`src/rtl/rks_tape_player.sv`:
```
// Cassette-side tape transmitter: streams pilot, sync byte and payload from
// memory as a Manchester-encoded level on tape_out for the PPI tape input.
//
//  state   | meaning
//  --------+--------------------------------------------------------------
//  S_IDLE  | waiting for start; tape_out low
//  S_PILOT | sending PILOT_LEN bytes of 8'h00
//  S_SYNC  | sending SYNC_BYTE once; fetch of payload byte 0 in flight
//  S_DATA  | sending payload bytes 0..length-1; next byte prefetched
//  S_TAIL  | holding tape_out low for one bit time, then done
module rks_tape_player #(
    parameter int         HALF_PERIOD = 320,
    parameter int         PILOT_LEN   = 256,
    parameter logic [7:0] SYNC_BYTE   = 8'hE6,
    parameter int         ADDR_W      = 16
) (
    input  logic              clk_sys,
    input  logic              reset,
    input  logic              ce_tape,
    input  logic              start,
    input  logic              stop,
    input  logic [ADDR_W-1:0] length,
    output logic              rd_req,
    output logic [ADDR_W-1:0] rd_addr,
    input  logic [7:0]        rd_data,
    input  logic              rd_ack,
    output logic              tape_out,
    output logic              busy,
    output logic              done
);

    localparam int HW = (HALF_PERIOD > 1) ? $clog2(HALF_PERIOD) : 1;
    localparam int PW = (PILOT_LEN > 1) ? $clog2(PILOT_LEN) : 1;
    localparam logic [HW-1:0] HP_TC    = HW'(HALF_PERIOD - 1);
    localparam logic [PW-1:0] PILOT_TC = PW'(PILOT_LEN - 1);

    typedef enum logic [2:0] {
        S_IDLE,
        S_PILOT,
        S_SYNC,
        S_DATA,
        S_TAIL
    } state_t;

    state_t            state;
    logic [HW-1:0]     hcnt;
    logic              second_half;
    logic [2:0]        bit_idx;
    logic [7:0]        shreg;
    logic [PW-1:0]     pilot_cnt;
    logic [ADDR_W-1:0] len_q;
    logic [ADDR_W-1:0] data_idx;
    logic [7:0]        buf_q;
    logic              buf_valid;
    logic              stall;

    logic [ADDR_W-1:0] nxt_idx;
    logic [ADDR_W-1:0] nxt_fetch;
    logic              last_byte;
    logic [2:0]        bit_dn;

    // Index of the payload byte that follows the current one, the address to
    // prefetch after it, and whether the current byte is the last to send.
    always_comb begin
        nxt_idx   = (state == S_SYNC) ? '0 : data_idx + ADDR_W'(1);
        nxt_fetch = nxt_idx + ADDR_W'(1);
        last_byte = (state == S_SYNC) ? (len_q == '0)
                                      : (data_idx == len_q - ADDR_W'(1));
        bit_dn    = bit_idx - 3'd1;
    end

    // Sequencer, bit timer, byte shifter and fetch handshake.
    always_ff @(posedge clk_sys) begin
        done <= 1'b0;
        if (reset) begin
            state       <= S_IDLE;
            tape_out    <= 1'b0;
            rd_req      <= 1'b0;
            rd_addr     <= '0;
            busy        <= 1'b0;
            hcnt        <= '0;
            second_half <= 1'b0;
            bit_idx     <= '0;
            shreg       <= '0;
            pilot_cnt   <= '0;
            len_q       <= '0;
            data_idx    <= '0;
            buf_q       <= '0;
            buf_valid   <= 1'b0;
            stall       <= 1'b0;
        end else if (stop && state != S_IDLE) begin
            // Abort: any fetch in flight is dropped and no done pulse is given.
            state     <= S_IDLE;
            tape_out  <= 1'b0;
            rd_req    <= 1'b0;
            busy      <= 1'b0;
            buf_valid <= 1'b0;
            stall     <= 1'b0;
        end else begin
            if (rd_req && rd_ack) begin
                buf_q     <= rd_data;
                buf_valid <= 1'b1;
                rd_req    <= 1'b0;
            end

            case (state)
                S_IDLE: begin
                    if (start && !stop) begin
                        len_q       <= length;
                        busy        <= 1'b1;
                        state       <= S_PILOT;
                        pilot_cnt   <= '0;
                        buf_valid   <= 1'b0;
                        stall       <= 1'b0;
                        shreg       <= 8'h00;
                        bit_idx     <= 3'd7;
                        second_half <= 1'b0;
                        hcnt        <= HP_TC;
                        tape_out    <= 1'b1;
                    end
                end

                S_PILOT, S_SYNC, S_DATA: begin
                    if (stall) begin
                        // Level and timer stay frozen until the byte arrives;
                        // it then starts with a fresh half-period.
                        if (buf_valid) begin
                            stall       <= 1'b0;
                            state       <= S_DATA;
                            data_idx    <= nxt_idx;
                            buf_valid   <= 1'b0;
                            shreg       <= buf_q;
                            bit_idx     <= 3'd7;
                            second_half <= 1'b0;
                            hcnt        <= HP_TC;
                            tape_out    <= ~buf_q[7];
                            if (nxt_fetch < len_q) begin
                                rd_req  <= 1'b1;
                                rd_addr <= nxt_fetch;
                            end
                        end
                    end else if (ce_tape) begin
                        if (hcnt != '0) begin
                            hcnt <= hcnt - HW'(1);
                        end else if (!second_half) begin
                            second_half <= 1'b1;
                            hcnt        <= HP_TC;
                            tape_out    <= shreg[bit_idx];
                        end else if (bit_idx != 3'd0) begin
                            bit_idx     <= bit_dn;
                            second_half <= 1'b0;
                            hcnt        <= HP_TC;
                            tape_out    <= ~shreg[bit_dn];
                        end else if (state == S_PILOT) begin
                            bit_idx     <= 3'd7;
                            second_half <= 1'b0;
                            hcnt        <= HP_TC;
                            if (pilot_cnt == PILOT_TC) begin
                                pilot_cnt <= '0;
                                state     <= S_SYNC;
                                shreg     <= SYNC_BYTE;
                                tape_out  <= ~SYNC_BYTE[7];
                                if (len_q != '0) begin
                                    rd_req  <= 1'b1;
                                    rd_addr <= '0;
                                end
                            end else begin
                                pilot_cnt <= pilot_cnt + PW'(1);
                                shreg     <= 8'h00;
                                tape_out  <= 1'b1;
                            end
                        end else if (last_byte) begin
                            state       <= S_TAIL;
                            tape_out    <= 1'b0;
                            second_half <= 1'b0;
                            hcnt        <= HP_TC;
                        end else if (buf_valid) begin
                            state       <= S_DATA;
                            data_idx    <= nxt_idx;
                            buf_valid   <= 1'b0;
                            shreg       <= buf_q;
                            bit_idx     <= 3'd7;
                            second_half <= 1'b0;
                            hcnt        <= HP_TC;
                            tape_out    <= ~buf_q[7];
                            if (nxt_fetch < len_q) begin
                                rd_req  <= 1'b1;
                                rd_addr <= nxt_fetch;
                            end
                        end else begin
                            stall <= 1'b1;
                        end
                    end
                end

                S_TAIL: begin
                    if (ce_tape) begin
                        if (hcnt != '0) begin
                            hcnt <= hcnt - HW'(1);
                        end else if (!second_half) begin
                            second_half <= 1'b1;
                            hcnt        <= HP_TC;
                        end else begin
                            done  <= 1'b1;
                            busy  <= 1'b0;
                            state <= S_IDLE;
                        end
                    end
                end

                default: begin
                    state    <= S_IDLE;
                    tape_out <= 1'b0;
                    rd_req   <= 1'b0;
                    busy     <= 1'b0;
                end
            endcase
        end
    end

endmodule
```
`config.mk`:
```
export PLATFORM = sky130hd
export DESIGN_NAME = rks_tape_player
export DESIGN_NICKNAME = d
export VERILOG_FILES = /design/src/rtl/rks_tape_player.sv
export SDC_FILE = /design/constraint.sdc
export NUM_CORES = 1
export LEC_CHECK = 0
export ABC_AREA = 1
export CORE_MARGIN = 3
export CORE_UTILIZATION = 50
export DETAILED_ROUTE_END_ITERATION = 8
export PLACE_DENSITY = 0.8
export SLEW_MARGIN = 20
export SYNTH_ARGS = -nofsm -noshare
export SYNTH_HDL_FRONTEND = slang
export SYNTH_SLANG_ARGS = --single-unit
```
`constraint.sdc`:
```
create_clock -name clk_sys -period 8.9 [get_ports clk_sys]
set_clock_uncertainty 0.05 [all_clocks]
set_input_delay 1.78 -clock clk_sys [delete_from_list [all_inputs] [get_ports clk_sys]]
set_output_delay 1.78 -clock clk_sys [all_outputs]
set_load 0.01 [all_outputs]
```
Word level (Yosys, flattened, before mapping)
Index checks and enable logic that the tools add are counted.
Widths: inputs -> output; s select.
- bitwise operators: 6
- order comparisons: 3
- reduce and logical (&&, ||, !) cells: 31
- muxes and demuxes: 139
- $add $sub $neg: 6
- equal/unequal tests: 32
- operators with widths (kind ; number):
    $mux 16 ; 20
    $mux 8 ; 17
    $mux 9 ; 12
    $mux 3 ; 22
    $mux 1 ; 55
    $add 16x1->16 const B ; 2
    $pmux 8 s2 ; 2
    $ne 2x2->1 const B ; 14
    $pmux 9 s3 ; 1
    $reduce_and 9->1 ; 3
    $reduce_and 8->1 ; 3
    $ne 3x3->1 const B ; 6
    $eq 16x16->1 ; 1
    $logic_not 16->1 ; 1
    $lt 16x16->1 ; 1
    $reduce_bool 16->1 ; 1
    $sub 16x1->16 const B ; 1
    $ne 3x2->1 const B ; 3
    $pmux 1 s3 ; 3
    $pmux 3 s3 ; 1
    $reduce_bool 3->1 ; 3
    $reduce_bool 9->1 ; 1
    $sub 9x1->9 const B ; 1
    $add 8x1->8 const B ; 1
    other kinds (25) ; 42
- input bits: 30
- flip-flop bits (word level): 94
- output and inout port bits: 20
- word-level logic and storage cells: 233

Depth between registers and ports, before layout
- depth in word-level cells: 14
- gate-level depth with buffers: 29
- gate-level depth less buffers: 28

Worst setup path after synthesis
Ideal clock, no wire load.
- path type: flip-flop to flip-flop
- start point: reg data_idx[0]
- end point: reg rd_addr[10]
- period minus slack after synthesis: 3410 ps
- library setup time: 117 ps
- data arrival time: 3243 ps
- cell stages (with the launch flop): 25
- buffers on the path: 1
- setup slack: 5490 ps
- data required time: 8733 ps
- cell sequence: dfxtp_1 ha_1 nand2_2 nor2_2 nand2_2 nor2_4 inv_2 nor2_4 nand2_2 nand2_1 nand2_1 nor2_2 nand2_2 nor2_1 nand4_1 xor2_1 inv_2 ha_1 a211oi_1 nand2_1 a31oi_1 nand4_2 buf_6 o21ai_0 nor2_1
- word-level cells in the longest chain between the ends: 13
- elaborated cells between the ends (all ways): 17
- classes of those cells: add/sub (2); order compare (1); eq/ne (2); mux (11); reduce/logical (1)
- ends and longest elaborated chain (item ; line ; source):
    start: declaration ; 52 ; logic [ADDR_W-1:0] data_idx;
    start signal: assignment ; 130 ; data_idx <= nxt_idx;
    start signal: assignment ; 179 ; data_idx <= nxt_idx;
    $add 16x1->16 ; 65 ; nxt_idx = (state == S_SYNC) ? '0 : data_idx + ADDR_W'(1);
    $mux 16 ; 65 ;
    $add 16x1->16 ; 66 ; nxt_fetch = nxt_idx + ADDR_W'(1);
    $lt 16x16->1 ; 137, 186 ;
    $mux 16 ; 137, 186 ;
    $mux 16 ; 127, 177 ;
    $mux 16 ; 172 ; end else if (last_byte) begin
    $mux 16 ; 154 ; end else if (state == S_PILOT) begin
    $mux 16 ; 149 ; end else if (bit_idx != 3'd0) begin
    $mux 16 ; 145 ; end else if (!second_half) begin
    $mux 16 ; 143 ; if (hcnt != '0) begin
    $mux 16 ; 142 ; end else if (ce_tape) begin
    $mux 16 ; 124 ; if (stall) begin
    end signal: assignment ; 139 ; rd_addr <= nxt_fetch;
    end signal: assignment ; 188 ; rd_addr <= nxt_fetch;
    end: declaration ; 24 ; output logic [ADDR_W-1:0] rd_addr,
Parallel ways exist; a longest one is shown, timed or not. The select of a mux whose other input is x is not followed.
A chain may end at the register's enable or synchronous reset.

Worst setup path in the final report
- start point: reg state[2]
- end point: reg rd_addr[3]
- word-level cells in the longest chain between the ends: 13
- elaborated cells between the ends (all ways): 24
- classes of those cells: add/sub (1); order compare (1); eq/ne (6); mux (11); bitwise (1); reduce/logical (4)
- ends and longest elaborated chain (item ; line ; source):
    start: declaration ; 45 ; state_t state;
    start signal: assignment ; 76 ; state <= S_IDLE;
    start signal: assignment ; 93 ; state <= S_IDLE;
    start signal: assignment ; 111 ; state <= S_PILOT;
    $eq 3x2->1 (*) ; 65 ;
    $mux 16 (*) ; 65 ;
    named net nxt_idx[0] ; 57 ; logic [ADDR_W-1:0] nxt_idx;
    $add 16x1->16 (*) ; 66 ;
    $lt 16x16->1 ; 137, 186 ;
    $mux 16 (*) ; 137, 186 ;
    $mux 16 (*) ; 127, 177 ;
    $mux 16 ; 172 ;
    $mux 16 ; 154 ;
    $mux 16 ; 149 ;
    $mux 16 ; 145 ;
    $mux 16 ; 143 ;
    $mux 16 ; 142 ;
    $mux 16 (*) ; 124 ;
Mark *: on every way through the listed nets, which the timed path passes. The rest lies on a longest branch. The select of a mux whose other input is x is not followed.

==> metrics.yaml <==
run_status:
  status: "completed"
grt:
  antenna_found_initial: 0
  grt_max_degree: 34
  gr-total-overflow: 0
  grt_pass1_wl_microns: 29400
  grt_pass1_vias: 6262
  grt_usage: 0.249
pwr:
  p_int_mw: 1.08
  p_comb_frac: 0.498
  p_clk_frac: 0.224
  p_sw_mw: 0.915
  total_power_mw: 1.99
  power_density_nw_per_um2: 261
  p_seq_frac: 0.278
  peakVddDrop_v: 0.000177
  p_leak_nw: 3.34
  power_switching_share: 0.459
critical_path:
  crit_path_start_kind: "register"
  worstReg2RegStart: "state[2]"
  rr_worst_depth: 21
  r2r-end: "rd_addr[3]"
  cp.arrival_ns: 4.41
  path_max_fanout: 16
  critPathLaunch: "state[2]"
  cp-end-kind: "register"
  cp.required_ns: 9.10
  crit_type: "register to register"
  cp-endpoint: "rd_addr[3]"
  rrSetupSlack_ns: 4.69
final_layout:
  syn_to_final_growth_pct: 13.6
  finalNetCount: 1130
  drive_gt1_frac: 0.0960
  utilization: 0.593
  antenna_cells: 0
  final_cell_area_sq_um: 7640
yosys:
  yosysTopAreaCell: "dfxtp_1"
  async_reset_ff_frac: 0
  synth_common_cells: "nand2_1 (185), nor2_1 (144), inv_1 (128), o21ai_0 (105), dfxtp_1 (94)"
  syn_nets: 1094
  synth_edf_count: 0
  synth_warnings: 0
  avgSynthCellArea_sq_um: 6.45
  synth_most_common_cell: "nand2_1"
  synthCells: 1042
  synth_seq_cells: 94
  yosysSeqAreaShare: 0.280
  synth.area.top_cells: "dfxtp_1 (28%), nand2_1 (10%), nor2_1 (8.0%)"
  synth_cell_types: 54
  synth_top_area_share: 0.280
  syn_area_sq_um: 6720
  synth_ff_type: "dfxtp_1"
floorplanning:
  fp.dieW_microns: 122
  design.core.area_sq_um: 12900
  ios: 50
  die_area_sq_um: 14900
  die_height_microns: 122
  initial_core_util: 0.522
  placementRows: 41
worst_hold_path:
  hold_class: "register to register"
  hp-start: "buf_q[3]"
timing:
  period_needed_ns: 4.21
  rsz0062_at_grt: "false"
  slew_viol_final: 0
  fmax_mhz: 237
  fin_setup_tns_ns: 0
  final.period_utilization: 0.473
  slew_headroom: 0.431
  hold_viol_final: 0
  setup_violations: 0
  worst_pin_slew_ns: 0.852
drt:
  via_count: 6726
  ant_nets: 0
  wirelength_microns: 18000
  first_pass_iters: 6
  wl_per_cell_microns: 14.4
  drtIter0Drc: 553
  post-route-drc-count: 0
  vias_per_cell: 5.36
clocking:
  clk_latency_ns: 0.36
  numCtsBuffers: 9
  cts_setup_buffers: 0
  h-tree-depth: 3
  cts_tree: "built"
  clkTransAtPathRegs_ns: 0.07
  cts.sinks: 94
  hold_buffers: 0
  ctsResizeCount: 0
  clockBufferDepth: 2
  clockRootBuffer: "clkbuf_16"
placement:
  place_area_sq_um: 7300
  dpl.hpwl_microns: 13700
  gp_congestion: 0.964
  port_buffers: 49
run:
  max_cap_violations: 0
==> how the worst min path moves through the flow <==
| stage | slack, ns | end | cells past startpoint |
|---|---|---|---|
| after floorplan | 0.38 | buf_q[3] | 2 |
| after global placement | 0.40 | rd_addr[12] | 2 |
| after detailed placement | 0.40 | buf_q[3] | 2 |
| after CTS | 0.41 | buf_q[3] | 2 |
| after global routing | 0.44 | buf_q[3] | 2 |
| final | 0.40 | buf_q[3] | 2 |
==> power groups by stage <==
stage          clock network, mW  logic, mW  registers (mW)
2_1_floorplan                  0      0.787           0.540
5_1_grt                    0.472       1.12           0.565
3_3_place_gp                   0      0.957           0.560
4_1_cts                    0.454      0.977           0.553
3_5_place_dp                   0      0.970           0.562
6_report                   0.446      0.992           0.555
==> cell usage in the layout, fill, tap and decap left out, drive strengths merged, types with 2 or more instances in the layout <==
cell type / synthesis / layout
nand2: 199 / 199
nor2: 166 / 166
inv: 148 / 148
o21ai: 113 / 113
dfxtp: 94 / 94
a21oi: 87 / 87
nand3: 54 / 54
clkdlybuf4s50: 0 / 49
xor2: 22 / 22
ha: 22 / 22
nor3: 18 / 18
xnor2: 17 / 17
nand4: 17 / 17
or2: 12 / 12
a31oi: 9 / 9
a211oi: 9 / 9
clkbuf: 15 / 9
nor4: 8 / 8
clkinv: 2 / 5
o211ai: 4 / 4
bufinv: 0 / 3
nor3b: 3 / 3
and3: 2 / 2
==> worst max-delay path: stages, from the launching register on <==
cell and delay (ns):
dfxtp_1 0.58, inv_4 0.11, nand3_4 0.21, nand2_1 0.18
inv_1 0.12, ha_1 0.21, nand4_1 0.13, nor3_2 0.19
nand3_1 0.16, nor2_2 0.16, nand2_1 0.10, xor2_1 0.17
inv_1 0.08, ha_1 0.28, nand2_1 0.08, nor2_1 0.05
a211oi_1 0.24, nand2_1 0.14, nand2_1 0.13, nand4_2 0.36
o21ai_0 0.32, nor2_1 0.08
==> final cells by class <==
cell class,count,area [sq um]
Tap cell,172,215
Multi-Input combinational cell,773,4140
Fill cell,1239,5240
Clock buffer,9,225
Clock inverter,7,113
Sequential cell,94,1880
Inverter,150,566
Timing Repair Buffer,50,498
==> flip-flops by register name, summed over array words and instances, names as in the netlist <==
register,count
data_idx,16
len_q,16
rd_addr,16
hcnt,9
buf_q,8
pilot_cnt,8
shreg,8
bit_idx,3
state,3
buf_valid,1
busy,1
done,1
rd_req,1
second_half,1
stall,1
tape_out,1
==> routing by layer <==
metal  vias up  track usage  share of wire
met2       220        0.431           0.48
li1       3477            -              -
met4         0        0.101          0.030
met1      2987        0.298           0.43
met5         -            0              0
met3        42       0.0585          0.064
==> through the flow <==
| step | hold slack, ns | setup slack [ns] | std cells |
|---|---|---|---|
| final | 0.405 | 4.69 | 1255 |
| after global routing | 0.438 | 4.28 | 1255 |
| after CTS | 0.412 | 4.72 | 1255 |
| after detailed placement | 0.402 | 4.79 | 1239 |
| after global placement | 0.400 | 4.86 | 1239 |
| after floorplan | 0.380 | 5.49 | 1042 |
==> logic make-up after synthesis <==
logic type	after synthesis	share of synthesized area
AND/OR/NAND/NOR	481	0.337
AO/OA/AOI/OAI	231	0.187
buffers and inverters	175	0.104
flip-flops	94	0.280
XOR/XNOR	39	0.0508
adder cells (fa/ha/maj)	22	0.0410
(Power assumes the default switching activity.)
